<file path="src/rtl/qsys_master_if.sv">
// Local command/response channels and Avalon-MM master port of qsys_master.
// The master modport is the view taken by qsys_master itself.
interface qsys_master_if #(
  parameter int unsigned address_size = 8
) ();
  logic                    cmd_valid;
  logic                    cmd_ready;
  logic                    cmd_write;
  logic [address_size-1:0] cmd_address;
  logic [7:0]              cmd_writedata;

  logic                    rsp_valid;
  logic                    rsp_ready;
  logic [7:0]              rsp_readdata;
  logic                    rsp_timeout;

  logic [address_size-1:0] avm_ctrl_address;
  logic [7:0]              avm_ctrl_writedata;
  logic [7:0]              avm_ctrl_readdata;
  logic                    avm_ctrl_write;
  logic                    avm_ctrl_read;
  logic                    avm_ctrl_waitrequest;

  modport master (
    input  cmd_valid, cmd_write, cmd_address, cmd_writedata, rsp_ready,
    input  avm_ctrl_readdata, avm_ctrl_waitrequest,
    output cmd_ready, rsp_valid, rsp_readdata, rsp_timeout,
    output avm_ctrl_address, avm_ctrl_writedata, avm_ctrl_write, avm_ctrl_read
  );

  modport slave (
    output cmd_valid, cmd_write, cmd_address, cmd_writedata, rsp_ready,
    output avm_ctrl_readdata, avm_ctrl_waitrequest,
    input  cmd_ready, rsp_valid, rsp_readdata, rsp_timeout,
    input  avm_ctrl_address, avm_ctrl_writedata, avm_ctrl_write, avm_ctrl_read
  );
endinterface

</file>
<file path="src/rtl/qsys_master.sv">
// Single-outstanding Avalon-MM master: one local command becomes one read or write
// transfer, with a waitrequest stall timeout, and yields exactly one response.
module qsys_master #(
  parameter int unsigned address_size   = 8,
  parameter int unsigned timeout_cycles = 255
) (
  input  logic          csi_MCLK_clk,
  input  logic          rsi_MRST_reset_n,
  qsys_master_if.master bus_io
);

  typedef enum logic [1:0] {StIdle, StIssue, StResp} state_e;

  localparam logic [15:0] TimeoutCount = 16'(timeout_cycles);

  state_e                  state_q, state_d;
  logic                    write_q, write_d;
  logic [address_size-1:0] addr_q, addr_d;
  logic [7:0]              wdata_q, wdata_d;
  logic [15:0]             stall_q, stall_d;
  logic [7:0]              rdata_q, rdata_d;
  logic                    timeout_q, timeout_d;

  always_comb begin
    state_d   = state_q;
    write_d   = write_q;
    addr_d    = addr_q;
    wdata_d   = wdata_q;
    stall_d   = stall_q;
    rdata_d   = rdata_q;
    timeout_d = timeout_q;
    unique case (state_q)
      StIdle: begin
        if (bus_io.cmd_valid) begin
          write_d = bus_io.cmd_write;
          addr_d  = bus_io.cmd_address;
          wdata_d = bus_io.cmd_writedata;
          stall_d = 16'd0;
          state_d = StIssue;
        end
      end
      StIssue: begin
        // A completing slave wins over a timeout reached in the same cycle.
        if (!bus_io.avm_ctrl_waitrequest) begin
          rdata_d   = write_q ? 8'h00 : bus_io.avm_ctrl_readdata;
          timeout_d = 1'b0;
          state_d   = StResp;
        end else if (stall_q == TimeoutCount) begin
          rdata_d   = 8'h00;
          timeout_d = 1'b1;
          state_d   = StResp;
        end else begin
          stall_d = stall_q + 16'd1;
        end
      end
      StResp: begin
        if (bus_io.rsp_ready) begin
          state_d = StIdle;
        end
      end
      default: state_d = StIdle;
    endcase
  end

  always_ff @(posedge csi_MCLK_clk) begin
    if (!rsi_MRST_reset_n) begin
      state_q   <= StIdle;
      write_q   <= 1'b0;
      addr_q    <= '0;
      wdata_q   <= 8'h00;
      stall_q   <= 16'd0;
      rdata_q   <= 8'h00;
      timeout_q <= 1'b0;
    end else begin
      state_q   <= state_d;
      write_q   <= write_d;
      addr_q    <= addr_d;
      wdata_q   <= wdata_d;
      stall_q   <= stall_d;
      rdata_q   <= rdata_d;
      timeout_q <= timeout_d;
    end
  end

  assign bus_io.cmd_ready          = (state_q == StIdle);
  assign bus_io.rsp_valid          = (state_q == StResp);
  assign bus_io.rsp_readdata       = rdata_q;
  assign bus_io.rsp_timeout        = timeout_q;
  assign bus_io.avm_ctrl_address   = addr_q;
  assign bus_io.avm_ctrl_writedata = wdata_q;
  assign bus_io.avm_ctrl_write     = (state_q == StIssue) && write_q;
  assign bus_io.avm_ctrl_read      = (state_q == StIssue) && !write_q;

endmodule

</file>
<file path="src/flat_wrapper.sv">
// flat-port wrapper written by rule: the top's interface ports become plain ports
module qsys_master_flat 
#(
  parameter int unsigned address_size   = 8,
  parameter int unsigned timeout_cycles = 255
)
  (csi_MCLK_clk, rsi_MRST_reset_n, bus_io_cmd_valid, bus_io_cmd_write, bus_io_cmd_address, bus_io_cmd_writedata, bus_io_rsp_ready, bus_io_avm_ctrl_readdata, bus_io_avm_ctrl_waitrequest, bus_io_cmd_ready, bus_io_rsp_valid, bus_io_rsp_readdata, bus_io_rsp_timeout, bus_io_avm_ctrl_address, bus_io_avm_ctrl_writedata, bus_io_avm_ctrl_write, bus_io_avm_ctrl_read);
  qsys_master_if #(.address_size(address_size)) bus_io_i ();
  input  logic csi_MCLK_clk;
  input  logic rsi_MRST_reset_n;
  input wire logic [$bits(bus_io_i.cmd_valid)-1:0] bus_io_cmd_valid;
  input wire logic [$bits(bus_io_i.cmd_write)-1:0] bus_io_cmd_write;
  input wire logic [$bits(bus_io_i.cmd_address)-1:0] bus_io_cmd_address;
  input wire logic [$bits(bus_io_i.cmd_writedata)-1:0] bus_io_cmd_writedata;
  input wire logic [$bits(bus_io_i.rsp_ready)-1:0] bus_io_rsp_ready;
  input wire logic [$bits(bus_io_i.avm_ctrl_readdata)-1:0] bus_io_avm_ctrl_readdata;
  input wire logic [$bits(bus_io_i.avm_ctrl_waitrequest)-1:0] bus_io_avm_ctrl_waitrequest;
  output wire logic [$bits(bus_io_i.cmd_ready)-1:0] bus_io_cmd_ready;
  output wire logic [$bits(bus_io_i.rsp_valid)-1:0] bus_io_rsp_valid;
  output wire logic [$bits(bus_io_i.rsp_readdata)-1:0] bus_io_rsp_readdata;
  output wire logic [$bits(bus_io_i.rsp_timeout)-1:0] bus_io_rsp_timeout;
  output wire logic [$bits(bus_io_i.avm_ctrl_address)-1:0] bus_io_avm_ctrl_address;
  output wire logic [$bits(bus_io_i.avm_ctrl_writedata)-1:0] bus_io_avm_ctrl_writedata;
  output wire logic [$bits(bus_io_i.avm_ctrl_write)-1:0] bus_io_avm_ctrl_write;
  output wire logic [$bits(bus_io_i.avm_ctrl_read)-1:0] bus_io_avm_ctrl_read;
  assign bus_io_i.cmd_valid = bus_io_cmd_valid;
  assign bus_io_i.cmd_write = bus_io_cmd_write;
  assign bus_io_i.cmd_address = bus_io_cmd_address;
  assign bus_io_i.cmd_writedata = bus_io_cmd_writedata;
  assign bus_io_i.rsp_ready = bus_io_rsp_ready;
  assign bus_io_i.avm_ctrl_readdata = bus_io_avm_ctrl_readdata;
  assign bus_io_i.avm_ctrl_waitrequest = bus_io_avm_ctrl_waitrequest;
  assign bus_io_cmd_ready = bus_io_i.cmd_ready;
  assign bus_io_rsp_valid = bus_io_i.rsp_valid;
  assign bus_io_rsp_readdata = bus_io_i.rsp_readdata;
  assign bus_io_rsp_timeout = bus_io_i.rsp_timeout;
  assign bus_io_avm_ctrl_address = bus_io_i.avm_ctrl_address;
  assign bus_io_avm_ctrl_writedata = bus_io_i.avm_ctrl_writedata;
  assign bus_io_avm_ctrl_write = bus_io_i.avm_ctrl_write;
  assign bus_io_avm_ctrl_read = bus_io_i.avm_ctrl_read;
  qsys_master #(.address_size(address_size), .timeout_cycles(timeout_cycles)) u_core (.csi_MCLK_clk(csi_MCLK_clk), .rsi_MRST_reset_n(rsi_MRST_reset_n), .bus_io(bus_io_i));
endmodule
</file>
<file path="config.mk">
export PLATFORM = sky130hd
export DESIGN_NAME = qsys_master_flat
export DESIGN_NICKNAME = d
export VERILOG_FILES = /design/src/rtl/qsys_master_if.sv /design/src/rtl/qsys_master.sv /design/src/flat_wrapper.sv
export SDC_FILE = /design/constraint.sdc
export NUM_CORES = 1
export LEC_CHECK = 0
export ABC_AREA = 1
export CAP_MARGIN = 20
export CORE_MARGIN = 3
export CORE_UTILIZATION = 45
export DETAILED_ROUTE_END_ITERATION = 7
export HOLD_SLACK_MARGIN = 0.12
export PLACE_DENSITY_LB_ADDON = 0.05
export SLEW_MARGIN = 10
export SYNTH_ARGS = -nofsm -noshare
export SYNTH_HDL_FRONTEND = slang
export SYNTH_SLANG_ARGS = --single-unit
</file>
<file path="constraint.sdc">
create_clock -name csi_MCLK_clk -period 1.9 [get_ports csi_MCLK_clk]
set_input_delay 0.285 -clock csi_MCLK_clk [delete_from_list [all_inputs] [get_ports csi_MCLK_clk]]
set_output_delay 0.285 -clock csi_MCLK_clk [all_outputs]
set_load 0.005 [all_outputs]
</file>
# After elaboration in Yosys (flattened, before gate mapping)
# Cells that the tools add are included.
dict set report totals {
  out_inout_bits 29
  input_bits 30
  reg_bits 44
  elab_cells 40
}
dict set report classes {
  add_sub_neg 1
  eq_ne 9
  reduce_logical 9
  mux 14
}
# op n
set ops {}
lappend ops {{$mux W16} 3}
lappend ops {{$pmux W16 S2} 1}
lappend ops {{$mux W8} 3}
lappend ops {{$add A16 B1 Y16 const B} 1}
lappend ops {{$eq A16 B8 Y1 const B} 1}
lappend ops {{$mux W2} 4}
lappend ops {{$ne A2 B2 Y1 const B} 4}
lappend ops {{$pmux W2 S3} 1}
lappend ops {{$reduce_and A2 Y1} 2}
lappend ops {{$reduce_and A4 Y1} 1}
lappend ops {{$ne A3 B2 Y1 const B} 1}
lappend ops {{$reduce_and A3 Y1} 1}
lappend ops {{$eq A2 B1 Y1 const B} 1}
lappend ops {{$eq A2 B2 Y1 const B} 1}
lappend ops {{$logic_and A1 B1 Y1} 2}
lappend ops {{$logic_not A2 Y1} 1}
lappend ops {{$mux W1} 2}
lappend ops {{$ne A2 B1 Y1 const B} 1}
lappend ops {{$reduce_bool A2 Y1} 1}
lappend ops {{$logic_not A1 Y1} 1}

# Logic depth before layout (Yosys ltp)
dict set report logic_depth {
  ltp_word 4
  ltp_mapped 12
}

# Worst setup path before layout
# OpenSTA, ideal clock, no wires.
dict set report synth_timing {
  path_type {reg-to-reg}
  start {register u_core.stall_q[0]}
  end {register u_core.stall_q[10]}
  slack_ns 0.484
  n_path_buf 1
  path_stages_with_launch 10
  t_arrival_ns 1.303
  required_time_ns 1.786
  period_less_slack_ns 1.416
  path_cell_list {dfxtp_1 > ha_1 > nand3_1 > nor2_4 > nand2_2 > nand2_2 > nand2_2 > buf_2 > a21oi_1 > nor2_1}
}
dict set report synth_between {
  elab_chain_len 4
  elab_cells_between_ends 7
}
# element line
set synth_lines {}
lappend synth_lines {{start: declaration} qsys_master.sv:20} ;# logic [15:0] stall_q, stall_d;
lappend synth_lines {{start signal: assignment} qsys_master.sv:79} ;# stall_q <= stall_d;
lappend synth_lines {{$add A16 B1 Y16} qsys_master.sv:53} ;# stall_d = stall_q + 16'd1;
lappend synth_lines {{$mux W16} qsys_master.sv:48} ;# end else if (stall_q == TimeoutCount) begin
lappend synth_lines {{$mux W16} qsys_master.sv:44} ;# if (!bus_io.avm_ctrl_waitrequest) begin
lappend synth_lines {{$pmux W16 S2} qsys_master.sv:32} ;# unique case (state_q)
# Parallel ways exist; a longest one is shown, timed or not. The select of a mux whose other input is x is not followed.
# A chain may end at the register's enable or synchronous reset.

# Worst setup path in the final report
dict set report layout_timing {
  start {register u_core.state_q[0]}
  end {output bus_io_avm_ctrl_write}
}
dict set report layout_between {
  elab_chain_len 2
}
# element line
set layout_lines {}
lappend layout_lines {{start: declaration} qsys_master.sv:16} ;# state_e state_q, state_d;
lappend layout_lines {{start signal: assignment} qsys_master.sv:67} ;# state_q <= StIdle;
lappend layout_lines {{start signal: assignment} qsys_master.sv:75} ;# state_q <= state_d;
lappend layout_lines {{$eq A2 B1 Y1} qsys_master.sv:91} ;# assign bus_io.avm_ctrl_write = (state_q == StIssue) && write_q;
lappend layout_lines {{$logic_and A1 B1 Y1} qsys_master.sv:91}
lappend layout_lines {{end: declaration} flat_wrapper.sv:24} ;# output wire logic [$bits(bus_io_i.avm_ctrl_write)-1:0] bus_io_avm_ctrl_write;
# Every way passes these cells.

==> impl_metrics.toml <==
[timing]
relSlewSlack_pct = 73.9
post-route-period-util_pct = 91.7
worst_clock_skew_ns = 0.00957
hold_viol = 0
clock.fmax_mhz = 574
slew_violations = 0
min_period_ns = 1.74
rsz0062_at_grt = "false"
fin_setup_tns_ns = 0
whs_ns = 0.465
tightest_slew_ns = 0.390
setup_violations = 0
setup_ws_ns = 0.158

[synthesis]
syn_inst = 304
synth_edf_count = 0
synth_commonest_cells = "nand2_1, nor2_1, dfxtp_1"
synth_seq_area_share_pct = 43.3
ys.flop_type = "dfxtp_1"
async_flop_share_pct = 0
synth_top_area_cell = "dfxtp_1"
yosys-top-cells-area = "dfxtp_1, nand2_1, nor2_1"
synth_area_um2 = 2040
yosysMostFrequentCell = "nand2_1"
ys_seq_elements = 44
synth_warnings = 0
syn-num-nets = 335
syn_avg_cell_area_um2 = 6.70
synth_top_area_share_pct = 43.3
ys_types = 25

[setup_path]
cp-start-kind = "register"
crit_type = "reg -> out"
critical_path_peak_fanout = 6
required_ns = 1.62
cp-end-kind = "primary output"
arrival_ns = 1.46

[layout]
design_area_um2 = 2760
area_growth_pct = 35.8
drive_gt1_share_pct = 7.38
final_cells = 416
layout.nets = 396
nFillCells = 377
diodes = 0

[global_route]
antenna_found_initial = 0
grt_overflow = 0
grt_pass1_wl_um = 7960
grt_max_degree = 22
first_global_vias = 1880
grt_use_total_pct = 18.7

[run]
drv_cap = 0

[hold_path]
hp-class = "reg -> reg"

[clocking]
cts.path.max_buffers = 2
cts_max_level = 2
cts_tree = "built"
cts_setup_buffers = 0
hold_buffers = 0
cts-root-buf = "clkbuf_8"
clk_pin_slew_ns = 0.08
cts_buffers = 5
ctsResizeCount = 0
clock-sinks = 44
insertion_delay_ns = 0.29

[place]
pre_cts_ws_ns = 0.168
gp_congestion = 0.850
dpl_cell_area_um2 = 2670
numPortBuffers = 58
placedCellCount = 408
dp_hpwl_um = 3450

[drt]
drtAntennaViolNets = 0
via_per_inst = 4.96
drt_first_pass_iters = 4
avgRoutedWirePerCell_um = 11.3
first_iter_violations = 141
route.detailed.drc = 0
via_count = 2063
wirelength_um = 4710

[run_status]
status = "complete, no violations"

[floorplan]
core_um2 = 4170
die_w_um = 73.3
die_y_um = 73.3
dieArea_um2 = 5370
rows = 23
start_util_pct = 48.8
ios = 59

[power]
p_leak_nw = 1.09
power.density_nw_per_um2 = 690
vdd_drop_max_uv = 549
[per-stage QoR]
step / util (%) / total power [mW]
2_1_floorplan: - / 1.16
4_1_cts: 66.2 / 1.93
3_3_place_gp: 64.1 / 1.33
6_report: 66.2 / 1.91
5_1_grt: 66.2 / 2.01
3_5_place_dp: 64.1 / 1.34
[sequential cells by signal, indices dropped and copies added, names as in the netlist]
name                              cells
u_core.stall_q                       16
u_core.bus_io.avm_ctrl_writedata      8
u_core.write_q                        1
u_core.bus_io.rsp_readdata            8
u_core.state_q                        2
u_core.bus_io.rsp_timeout             1
u_core.bus_io.avm_ctrl_address        8
[layout by cell type (no fill, tap or decap), drive strengths merged]
master and n:
nand2 78, buf 8, nand3 26, a211oi 1, o21ai 19, o21bai 1
ha 1, clkbuf 8, a31oi 1, clkdlybuf4s50 58, a21oi 24, clkinv 2
dfxtp 44, nor2 66, nand4 2, nor3 4, nor3b 1, inv 22
[cell type report]
type	count	area [um^2]	share of cell area, %
inverter	24	90.1	3.26
tap	50	62.6	2.26
timing repair buffer	66	641	23.2
clock buffer	8	90.1	3.26
sequential	44	881	31.9
multi-input combinational	224	1000	36.2
[routing by layer]
layer	wire, um	vias to the layer above	GRT usage (%)
met1	2220	920	23.5
met5	0	-	0
met2	2110	50	30.2
li1	-	1089	-
met4	34	0	4.30
met3	348	4	7.11
[where the power goes]
group | leakage [nW] | internal [mW] | switching (mW)
registers | 0.359 | 0.965 | 0.0227
clock network | 0.0455 | 0.297 | 0.299
logic | 0.690 | 0.176 | 0.149
total | 1.09 | 1.44 | 0.470
[worst max-delay path, stage by stage (launching register included)]
cell and delay [ns]:
dfxtp_1 0.37, nand2_1 0.15, nor2_1 0.11, clkdlybuf4s50_1 0.53
[final timing paths]
path | startpoint | endpoint | slack [ns] | cells after the start
setup / recovery | u_core.state_q[0]$_SDFFE_PN0P_ | bus_io_avm_ctrl_write | 0.16 | 3
hold / removal | u_core.bus_io.rsp_timeout$_SDFFE_PN0P_ | u_core.bus_io.rsp_timeout$_SDFFE_PN0P_ | 0.46 | 2
setup reg to reg | u_core.stall_q[0]$_SDFFE_PN0P_ | u_core.stall_q[13]$_SDFFE_PN0P_ | 0.25 | 10
hold reg to reg | u_core.bus_io.rsp_timeout$_SDFFE_PN0P_ | u_core.bus_io.rsp_timeout$_SDFFE_PN0P_ | 0.46 | 2
[cell families (layout without fill, tap and decap cells)]
group	after synthesis	count (layout)	share of synthesized area (%)
adders and majority gates	1	1	0.615
and+or+nand+nor	177	177	36.9
DFF	44	44	43.3
AOI/OAI and AO/OA	46	46	11.6
buffers and inverters	36	98	7.62
Power figures use the tool's default switching activity.
